--- src/rtl/signature_run_controller.sv ---
// Two-pass signature run controller: resets the DUT, sweeps a 256-step stimulus,
// folds scrambled DUT observations into a signature and compares it per pass.
module signature_run_controller #(
    parameter int RST_CYCLES = 4
) (
    input  logic        clk,
    input  logic        reset,
    input  logic        start,
    input  logic        abort,
    input  logic [7:0]  seed_a,
    input  logic [7:0]  seed_b,
    input  logic [7:0]  dut_data,
    input  logic [15:0] expected_a,
    input  logic [15:0] expected_b,
    output logic        dut_sync_reset,
    output logic [7:0]  stimulus,
    output logic [7:0]  seed,
    output logic [15:0] signature,
    output logic        busy,
    output logic        done,
    output logic        pass
);

    typedef enum logic [2:0] {
        S_IDLE,
        S_RST_A,
        S_RUN_A,
        S_CHK_A,
        S_RST_B,
        S_RUN_B,
        S_CHK_B,
        S_DONE
    } state_t;

    localparam logic [3:0] RST_LAST = 4'(RST_CYCLES - 1);

    state_t      r_state;
    state_t      w_next_state;
    logic [3:0]  r_rst_cnt;
    logic        r_match_a;
    logic [7:0]  r_stimulus;
    logic [7:0]  r_seed;
    logic [15:0] r_signature;
    logic        r_done;
    logic        r_pass;

    logic        w_in_rst;
    logic        w_in_run;
    logic        w_enter_rst;
    logic        w_enter_rst_a;
    logic [7:0]  w_sum;

    assign w_in_rst      = (r_state == S_RST_A) || (r_state == S_RST_B);
    assign w_in_run      = (r_state == S_RUN_A) || (r_state == S_RUN_B);
    assign w_enter_rst_a = (w_next_state == S_RST_A) && (r_state != S_RST_A);
    assign w_enter_rst   = w_enter_rst_a ||
                           ((w_next_state == S_RST_B) && (r_state != S_RST_B));
    assign w_sum         = r_signature[7:0] + (dut_data ^ r_seed);

    always_ff @(posedge clk or negedge reset) begin
        if (!reset) begin
            r_state <= S_IDLE;
        end else begin
            r_state <= w_next_state;
        end
    end

    // Abort overrides everything; start is only honoured when not busy.
    always_comb begin
        w_next_state = r_state;
        if (abort) begin
            w_next_state = S_IDLE;
        end else begin
            case (r_state)
                S_IDLE, S_DONE: if (start) w_next_state = S_RST_A;
                S_RST_A:        if (r_rst_cnt == RST_LAST) w_next_state = S_RUN_A;
                S_RUN_A:        if (r_stimulus == 8'hFF) w_next_state = S_CHK_A;
                S_CHK_A:        w_next_state = S_RST_B;
                S_RST_B:        if (r_rst_cnt == RST_LAST) w_next_state = S_RUN_B;
                S_RUN_B:        if (r_stimulus == 8'hFF) w_next_state = S_CHK_B;
                S_CHK_B:        w_next_state = S_DONE;
                default:        w_next_state = S_IDLE;
            endcase
        end
    end

    always_ff @(posedge clk or negedge reset) begin
        if (!reset) begin
            r_rst_cnt   <= 4'd0;
            r_match_a   <= 1'b0;
            r_stimulus  <= 8'h00;
            r_seed      <= 8'h00;
            r_signature <= 16'h0000;
            r_done      <= 1'b0;
            r_pass      <= 1'b0;
        end else begin
            if (w_in_rst && (w_next_state == r_state)) begin
                r_rst_cnt <= r_rst_cnt + 4'd1;
            end else begin
                r_rst_cnt <= 4'd0;
            end

            // Seed is registered from the next state so the output never follows an input combinationally.
            case (w_next_state)
                S_RST_A, S_RUN_A, S_CHK_A: r_seed <= seed_a;
                S_RST_B, S_RUN_B, S_CHK_B: r_seed <= seed_b;
                default:                   r_seed <= 8'h00;
            endcase

            if (abort) begin
                r_stimulus  <= 8'h00;
                r_signature <= 16'h0000;
                r_done      <= 1'b0;
                r_pass      <= 1'b0;
                r_match_a   <= 1'b0;
            end else begin
                if (w_enter_rst) begin
                    r_stimulus  <= 8'h00;
                    r_signature <= 16'h0000;
                end else if (w_in_run) begin
                    r_signature <= {r_signature[14:8], w_sum, r_signature[15]};
                    r_stimulus  <= r_stimulus + 8'h01;
                end

                if (w_enter_rst_a) begin
                    r_done    <= 1'b0;
                    r_pass    <= 1'b0;
                    r_match_a <= 1'b0;
                end

                if (r_state == S_CHK_A) begin
                    r_match_a <= (r_signature == expected_a);
                end

                if (r_state == S_CHK_B) begin
                    r_pass <= r_match_a && (r_signature == expected_b);
                    r_done <= 1'b1;
                end
            end
        end
    end

    assign dut_sync_reset = w_in_rst;
    assign busy           = (r_state != S_IDLE) && (r_state != S_DONE);
    assign stimulus       = r_stimulus;
    assign seed           = r_seed;
    assign signature      = r_signature;
    assign done           = r_done;
    assign pass           = r_pass;

endmodule

--- config.mk ---
export PLATFORM = sky130hd
export DESIGN_NAME = signature_run_controller
export DESIGN_NICKNAME = d
export VERILOG_FILES = /design/src/rtl/signature_run_controller.sv
export SDC_FILE = /design/constraint.sdc
export NUM_CORES = 1
export LEC_CHECK = 0
export CELL_PAD_IN_SITES_DETAIL_PLACEMENT = 1
export CELL_PAD_IN_SITES_GLOBAL_PLACEMENT = 2
export CORE_ASPECT_RATIO = 1.25
export CORE_MARGIN = 2
export CORE_UTILIZATION = 25
export CTS_BUF_LIST = sky130_fd_sc_hd__clkbuf_8
export CTS_CLUSTER_SIZE = 16
export DETAILED_ROUTE_END_ITERATION = 10
export PLACE_DENSITY_LB_ADDON = 0.1
export SYNTH_ARGS = -nofsm -noshare
export SYNTH_HDL_FRONTEND = slang
export SYNTH_SLANG_ARGS = --single-unit
--- constraint.sdc ---
create_clock -name clk -period 2.04 [get_ports clk]
set_clock_uncertainty 0.05 [all_clocks]
set_input_delay 0.612 -clock clk [delete_from_list [all_inputs] [get_ports clk]]
set_output_delay 0.612 -clock clk [all_outputs]
set_load 0.02 [all_outputs]
==> impl_metrics.ini, run 1 <==
[place]
hpwl_mm = 6.967
io_buffer_count = 95
pre_cts_ws_ps = -886.2
dp.cells = 529
gp_congestion = 0.7884

[yosys]
synth_area_leaders = dfrtp_1 40%, xor2_1 11%, a22o_1 7.3%
synthTopCellsByCount = 42 x dfrtp_1, 32 x xor2_1, 23 x nor2_1
ys_seq_elements = 42
synth_top_area_cell = dfrtp_1
synth_area_mm2 = 0.002648
synth.most_common_cell = dfrtp_1
synth_top_area_share_pct = 39.70
synth_cells = 255
ys_async_sr_fraction_pct = 100.0
syn_avg_cell_area_um2 = 10.38
yosysSeqAreaShare_pct = 39.70
synth_edf_count = 0
synth_warnings = 0
syn_nets = 325
synth.distinct_cells = 52
synthFlopType = dfrtp_1

[route]
wl_met2_mm = 5.117
ant_nets = 0
viasPerCell = 4.589
dr.pass1.iters = 3
wl_per_cell_um = 16.64
vias = 2565
wirelength_mm = 9.302
drc = 0
wl_met3_um = 396
top_layer = met4
drt_first_iter_violations = 31
wl_met1_mm = 3.668

[clock_network]
cts_buffer_depth = 2
cts_sinks = 42
cts_made_buffers = 5
clock_latency_ps = 310
htreeDepth = 2
cts.clk_slew.worst_paths_ps = 90
cts_tree = yes
ctsHoldBuffers = 0
clockRootBuffer = clkbuf_8

[pwr]
finalPower_mw = 2.680
p_sw_share_pct = 34.04
seqPwrFrac_pct = 35.3
p_switching_mw = 0.9122
intPower_mw = 1.768
power_frac_comb_pct = 44.2
peakVddDrop_mv = 0.2513
clkPwrFrac_pct = 20.5
power.leakage_nw = 2.286
p_per_area_mw_per_mm2 = 574.0

[hold_path]
hp-class = input pin to asynchronous set/reset pin

[setup_path]
cp-end-kind = flop
cp_slowest_cell = or4b_4
cp_top_family = compound AO/OA/AOI/OAI gates
cp_slowest_stage_delay_ps = 470
required_ps = 2200
cp_cell_sequence = ha_2 -> or4b_4 -> a2111oi_4 -> a211o_4 -> buf_6 -> nand2_8 -> buf_6 -> o41ai_2
cp-start-kind = flop
worst-path-buf-inv = 2
cp.arrival_ps = 2460
crit_type = flop to flop
worst-path-max-fanout = 4
crit_top_cell = buf_6

[sta]
setup_viol = 40
rsz0062_at_grt = true
post-route-min-period_ps = 2299
finalHoldViolations = 0
worst_slack_ps = -258.6
relSlewSlack_pct = 72.72
min_period_over_period_pct = 112.7
worst_pin_slew_ps = 409.2
max_freq_mhz = 435.0
slew_viol_final = 0

[grt]
antenna_found_initial = 0
grt_pass1_wl_mm = 14.80
gr-total-overflow = 0
grt.total_usage_pct = 17.12
grt_pass1_vias = 2886
grt_max_degree = 31

[finish]
n_fill_cell = 1190
nets = 496
regArea_mm2 = 0.001055
fin_util_pct = 44.64
layoutNonFillerInstCount = 559
multi_input_area_mm2 = 0.001702
antennaDiodeCount = 0
drive_above_1_share_pct = 33.02
synthToLayoutAreaGrowth_pct = 76.32

[die]
dieArea_mm2 = 0.01143
num_rows = 42
die_h_um = 119.1
fp.coreArea_mm2 = 0.01046
io_pins = 96
initial_core_util_pct = 25.32
die_w_um = 96.05

[outcome]
violations = setup timing
outcome = complete, but fails checks

[run]
drv_cap = 0
==> placed cells by master, fill, tap and decap left out, types with 5 or more instances in the layout <==
cell type / netlist / layout
dlymetal6s2s_1: 0 / 5
dfrtp_1: 42 / 39
a22o_1: 22 / 22
xnor2_1: 19 / 18
nor4_1: 8 / 8
nor2_1: 23 / 18
ha_1: 9 / 7
buf_4: 1 / 63
nand3_1: 7 / 6
clkdlybuf4s50_1: 0 / 62
dlygate4sd2_1: 0 / 23
clkbuf_8: 0 / 5
buf_6: 4 / 11
inv_1: 10 / 10
xor2_1: 32 / 31
==> worst paths after layout <==
check | slack (ps) | depth (start not counted) | to | startpoint
worst max-delay path | -260 | 8 | signature[5]$_DFFE_PN0P_ | r_rst_cnt[1]$_DFF_PN0_
worst min-delay path | 160 | 1 | signature[13]$_DFFE_PN0P_ | reset
worst max register to register | -260 | 8 | signature[5]$_DFFE_PN0P_ | r_rst_cnt[1]$_DFF_PN0_
worst min register to register | 450 | 1 | done$_DFFE_PN0P_ | done$_DFFE_PN0P_
max in group asynchronous | 1280 | 2 | r_state[0]$_DFF_PN0_ | reset
min in group clk | 450 | 1 | done$_DFFE_PN0P_ | done$_DFFE_PN0P_
==> routing by layer <==
metal,up-vias,GRT usage [%]
met1,1242,19.39
li1,1259,-
met3,7,3.036
met5,-,0
met2,57,31.94
met4,0,4.554
==> metrics by stage <==
stage / TNS (ps) / cell area, um2 / hold WS [ps]
finish: -6882 / 4668 / 155.7
global route: -9937 / 4668 / 180.3
CTS: -8973 / 4483 / 159.6
detailed placement: -19690 / 4188 / 428.1
global placement: -18230 / 4188 / 436.4
floorplan: -2299 / 2723 / 266.4
==> area by class of cell <==
cell class | instances | area share (%)
sequential | 42 | 22.59
tap | 132 | 3.538
multi-input combinational | 194 | 36.45
inverter | 10 | 0.8041
clock buffer | 5 | 1.474
timing repair buffer | 173 | 34.90
clock inverter | 3 | 0.2412
==> state kept, by name (all words and copies together) (netlist names) <==
name,count
pass,1
r_rst_cnt,4
done,1
stimulus,8
seed,8
r_state,3
r_match_a,1
signature,16
==> what timing repair did <==
action / 4_1_cts / 5_1_grt
setup endpoints to repair: 61 / 44
resized for setup: 65 / 35
setup buffers: 13 / 9
pin swaps: 30 / 30
endpoints found under the hold margin: 0 / 0
gates cloned: 1 / 1
==> power by group through the flow <==
| stage | combinational, mW | sequential, mW | clock, mW |
|---|---|---|---|
| final | 1.18 | 0.946 | 0.549 |
| after global routing | 1.28 | 0.955 | 0.599 |
| after CTS | 1.10 | 0.951 | 0.575 |
| after detailed placement | 1.02 | 0.965 | 0 |
| after global placement | 1.00 | 0.963 | 0 |
| after floorplan | 0.461 | 1.02 | 0 |
==> cell families (layout without fill, tap and decap cells) <==
logic type      Yosys count  after routing  share of synthesized area, %
simple gates             74             74                         15.50
compound gates           57             57                         18.05
xor+xnor                 51             51                         16.87
buf+inv                  19            191                         4.065
mux                       2              2                        0.8034
fa+ha+maj                10             10                         5.010
flops                    42             42                         39.70
==> worst reg2reg max path, stage by stage, from the launching register on <==
cell	delay, ps
dfrtp_1	360
ha_2	170
or4b_4	470
a2111oi_4	370
a211o_4	220
buf_6	120
nand2_8	60
buf_6	130
o41ai_2	250
No activity file was read; power rests on OpenSTA's default activity.
==> run 2, diff against run 1 <==
--- a/config.mk
+++ b/config.mk
@@ -5,6 +5,7 @@
 export SDC_FILE = /design/constraint.sdc
 export NUM_CORES = 1
 export LEC_CHECK = 0
+export CAP_MARGIN = 40
 export CELL_PAD_IN_SITES_DETAIL_PLACEMENT = 1
 export CELL_PAD_IN_SITES_GLOBAL_PLACEMENT = 2
 export CORE_ASPECT_RATIO = 1.25
@@ -13,7 +14,7 @@
 export CTS_BUF_LIST = sky130_fd_sc_hd__clkbuf_8
 export CTS_CLUSTER_SIZE = 16
 export DETAILED_ROUTE_END_ITERATION = 10
-export PLACE_DENSITY_LB_ADDON = 0.1
+export PLACE_DENSITY = 0.82
 export SYNTH_ARGS = -nofsm -noshare
 export SYNTH_HDL_FRONTEND = slang
 export SYNTH_SLANG_ARGS = --single-unit
==> run 2 against run 1 <==
Net effect: the flow still finishes with violations (setup timing); critical path depth grew 1; clock power is 4.7% higher; critical path type is now input pin to flop; flip-flop and latch count did not move; via count grew 2.4%; combinational power barely moved; register-to-register slack lost 60 ps; cell count shrank 1.3%; total power grew 0.92%; first-iteration DRC count grew to 2.9 times the previous value; count of clock-buffer cells in the layout rose by 1; non-clock buffer count shrank 8; setup slack got worse by 72 ps; critical endpoint is now signature[7]$_DFFE_PN0P_; largest cell class unchanged.
==> impl_metrics.ini, run 2 (synthesis gave the netlist of run 1 again) <==
[sta]
whs_ps = 336.5
relSlewSlack_pct = 61.46
fin_tns_setup_ps = -6610
worst_pin_slew_ps = 578.1
max_freq_mhz = 421.8
worst_slack_ps = -331.0
rsz0062_at_grt = true
min_period_over_period_pct = 116.2
post-route-min-period_ps = 2371
slew_viol_final = 0
finalHoldViolations = 0
setup_viol = 37

[pwr]
p_per_area_mw_per_mm2 = 586.2
finalPower_mw = 2.704
peakVddDrop_mv = 0.2561
power.leakage_nw = 2.211

[place]
pre_cts_ws_ps = -966.5
io_buffer_count = 95
hpwl_mm = 7.031
placed_cell_area_mm2 = 0.004165
gp_congestion = 0.7986
dp.cells = 526

[die]
die_h_um = 119.1
die_w_um = 96.05
dieArea_mm2 = 0.01143
io_pins = 96
fp.coreArea_mm2 = 0.01046
num_rows = 42
initial_core_util_pct = 25.32

[clock_network]
cts_made_buffers = 5
ctsHoldBuffers = 0
cts_tree = yes
cts_buffer_depth = 2
htreeDepth = 2
cts.clk_slew.worst_paths_ps = 80
cts_sinks = 42
clock_latency_ps = 310
clockRootBuffer = clkbuf_8

[grt]
grt_pass1_vias = 2918
grt.total_usage_pct = 17.12
antenna_found_initial = 0
gr-total-overflow = 0
grt_pass1_wl_mm = 14.97
grt_max_degree = 43

[setup_path]
cp-start-kind = input pin
worstReg2RegEnd = signature[7]$_DFFE_PN0P_
required_ps = 2190
cp_slowest_cell = or3_1
crit_start = dut_data[2]
worst-path-max-fanout = 2
cp-end-kind = flop
crit_end = signature[7]$_DFFE_PN0P_
cp_slowest_stage_delay_ps = 350
rr_worst_depth = 10
reg2reg_from = seed[0]$_DFF_PN0_
r2r_slack_ps = -320
crit_type = input pin to flop
cp_cell_sequence = clkdlybuf4s15_1 -> xor2_1 -> ha_1 -> nor2b_4 -> o21ai_2 -> a21boi_2 -> o21a_1 -> or3_1 -> a32o_1
cp.arrival_ps = 2520

[route]
wirelength_mm = 9.646
viasPerCell = 4.757
ant_nets = 0
vias = 2626
wl_per_cell_um = 17.47
dr.pass1.iters = 4
drt_first_iter_violations = 89
drc = 0

[finish]
final_cell_mix = 66 x clkdlybuf4s50_1, 60 x buf_4, 38 x dfrtp_1
layoutNonFillerInstCount = 552
antennaDiodeCount = 0
layout_commonest_cell = clkdlybuf4s50_1
largest_reg_flops = 16
nets = 489
n_fill_cell = 1167
postLayoutCellArea_mm2 = 0.004613
multi_input_area_mm2 = 0.001752
synthToLayoutAreaGrowth_pct = 74.24
regArea_mm2 = 0.001056
fin_util_pct = 44.11
drive_above_1_share_pct = 32.86

[outcome]
violations = setup timing
outcome = complete, but fails checks

[hold_path]
hp-class = input pin to asynchronous set/reset pin

[run]
drv_cap = 0
-- run 2: changes by cell type in the layout (fill, tap and decap cells not counted), moves of 3 or more --
cell             previous run  this run
clkdlybuf4s50_1            62        66
buf_6                      11         4
buf_4                      63        60
dlygate4sd2_1              23        20
-- run 2: final cells by class --
cell class / instances / share of cell area, %
timing repair buffer: 165 / 32.76
multi-input combinational: 195 / 37.97
tap: 132 / 3.580
clock inverter: 2 / 0.1899
inverter: 10 / 0.8137
sequential: 42 / 22.89
clock buffer: 6 / 1.790
-- run 2: how the worst min path moves through the flow --
stage	from	end	slack [ps]	cells past startpoint
after floorplan	reset	done$_DFFE_PN0P_	270	0
after global placement	r_match_a$_DFFE_PN0P_	r_match_a$_DFFE_PN0P_	450	1
after global routing	reset	signature[14]$_DFFE_PN0P_	380	2
after CTS	reset	seed[1]$_DFF_PN0_	360	2
after detailed placement	r_match_a$_DFFE_PN0P_	r_match_a$_DFFE_PN0P_	450	1
final	reset	signature[14]$_DFFE_PN0P_	340	2
-- run 2: metal layers --
layer | global-route usage (%) | part of all wire (%)
met1 | 19.86 | 39
met2 | 31.55 | 56
met3 | 2.404 | 4.1
met4 | 5.179 | 1.5
met5 | 0 | 0
-- run 2: critical path: cells and delay by family --
kind,cells,cell delay (ps)
xor+xnor,1,170
fa+ha+maj,1,300
buf+inv,1,180
simple gates,2,480
compound gates,4,770
-- run 2: power breakdown --
part	internal, mW	total, mW	switching [mW]
Combinational	0.620	1.19	0.566
Clock	0.269	0.575	0.306
Sequential	0.890	0.942	0.0527
-- run 2: what timing repair did --
action / 4_1_cts / 5_1_grt
endpoints found under the setup margin: 57 / 43
buffers inserted: 11 / 8
pin swaps: 34 / 28
resized for setup: 59 / 34
gates cloned: 3 / 0
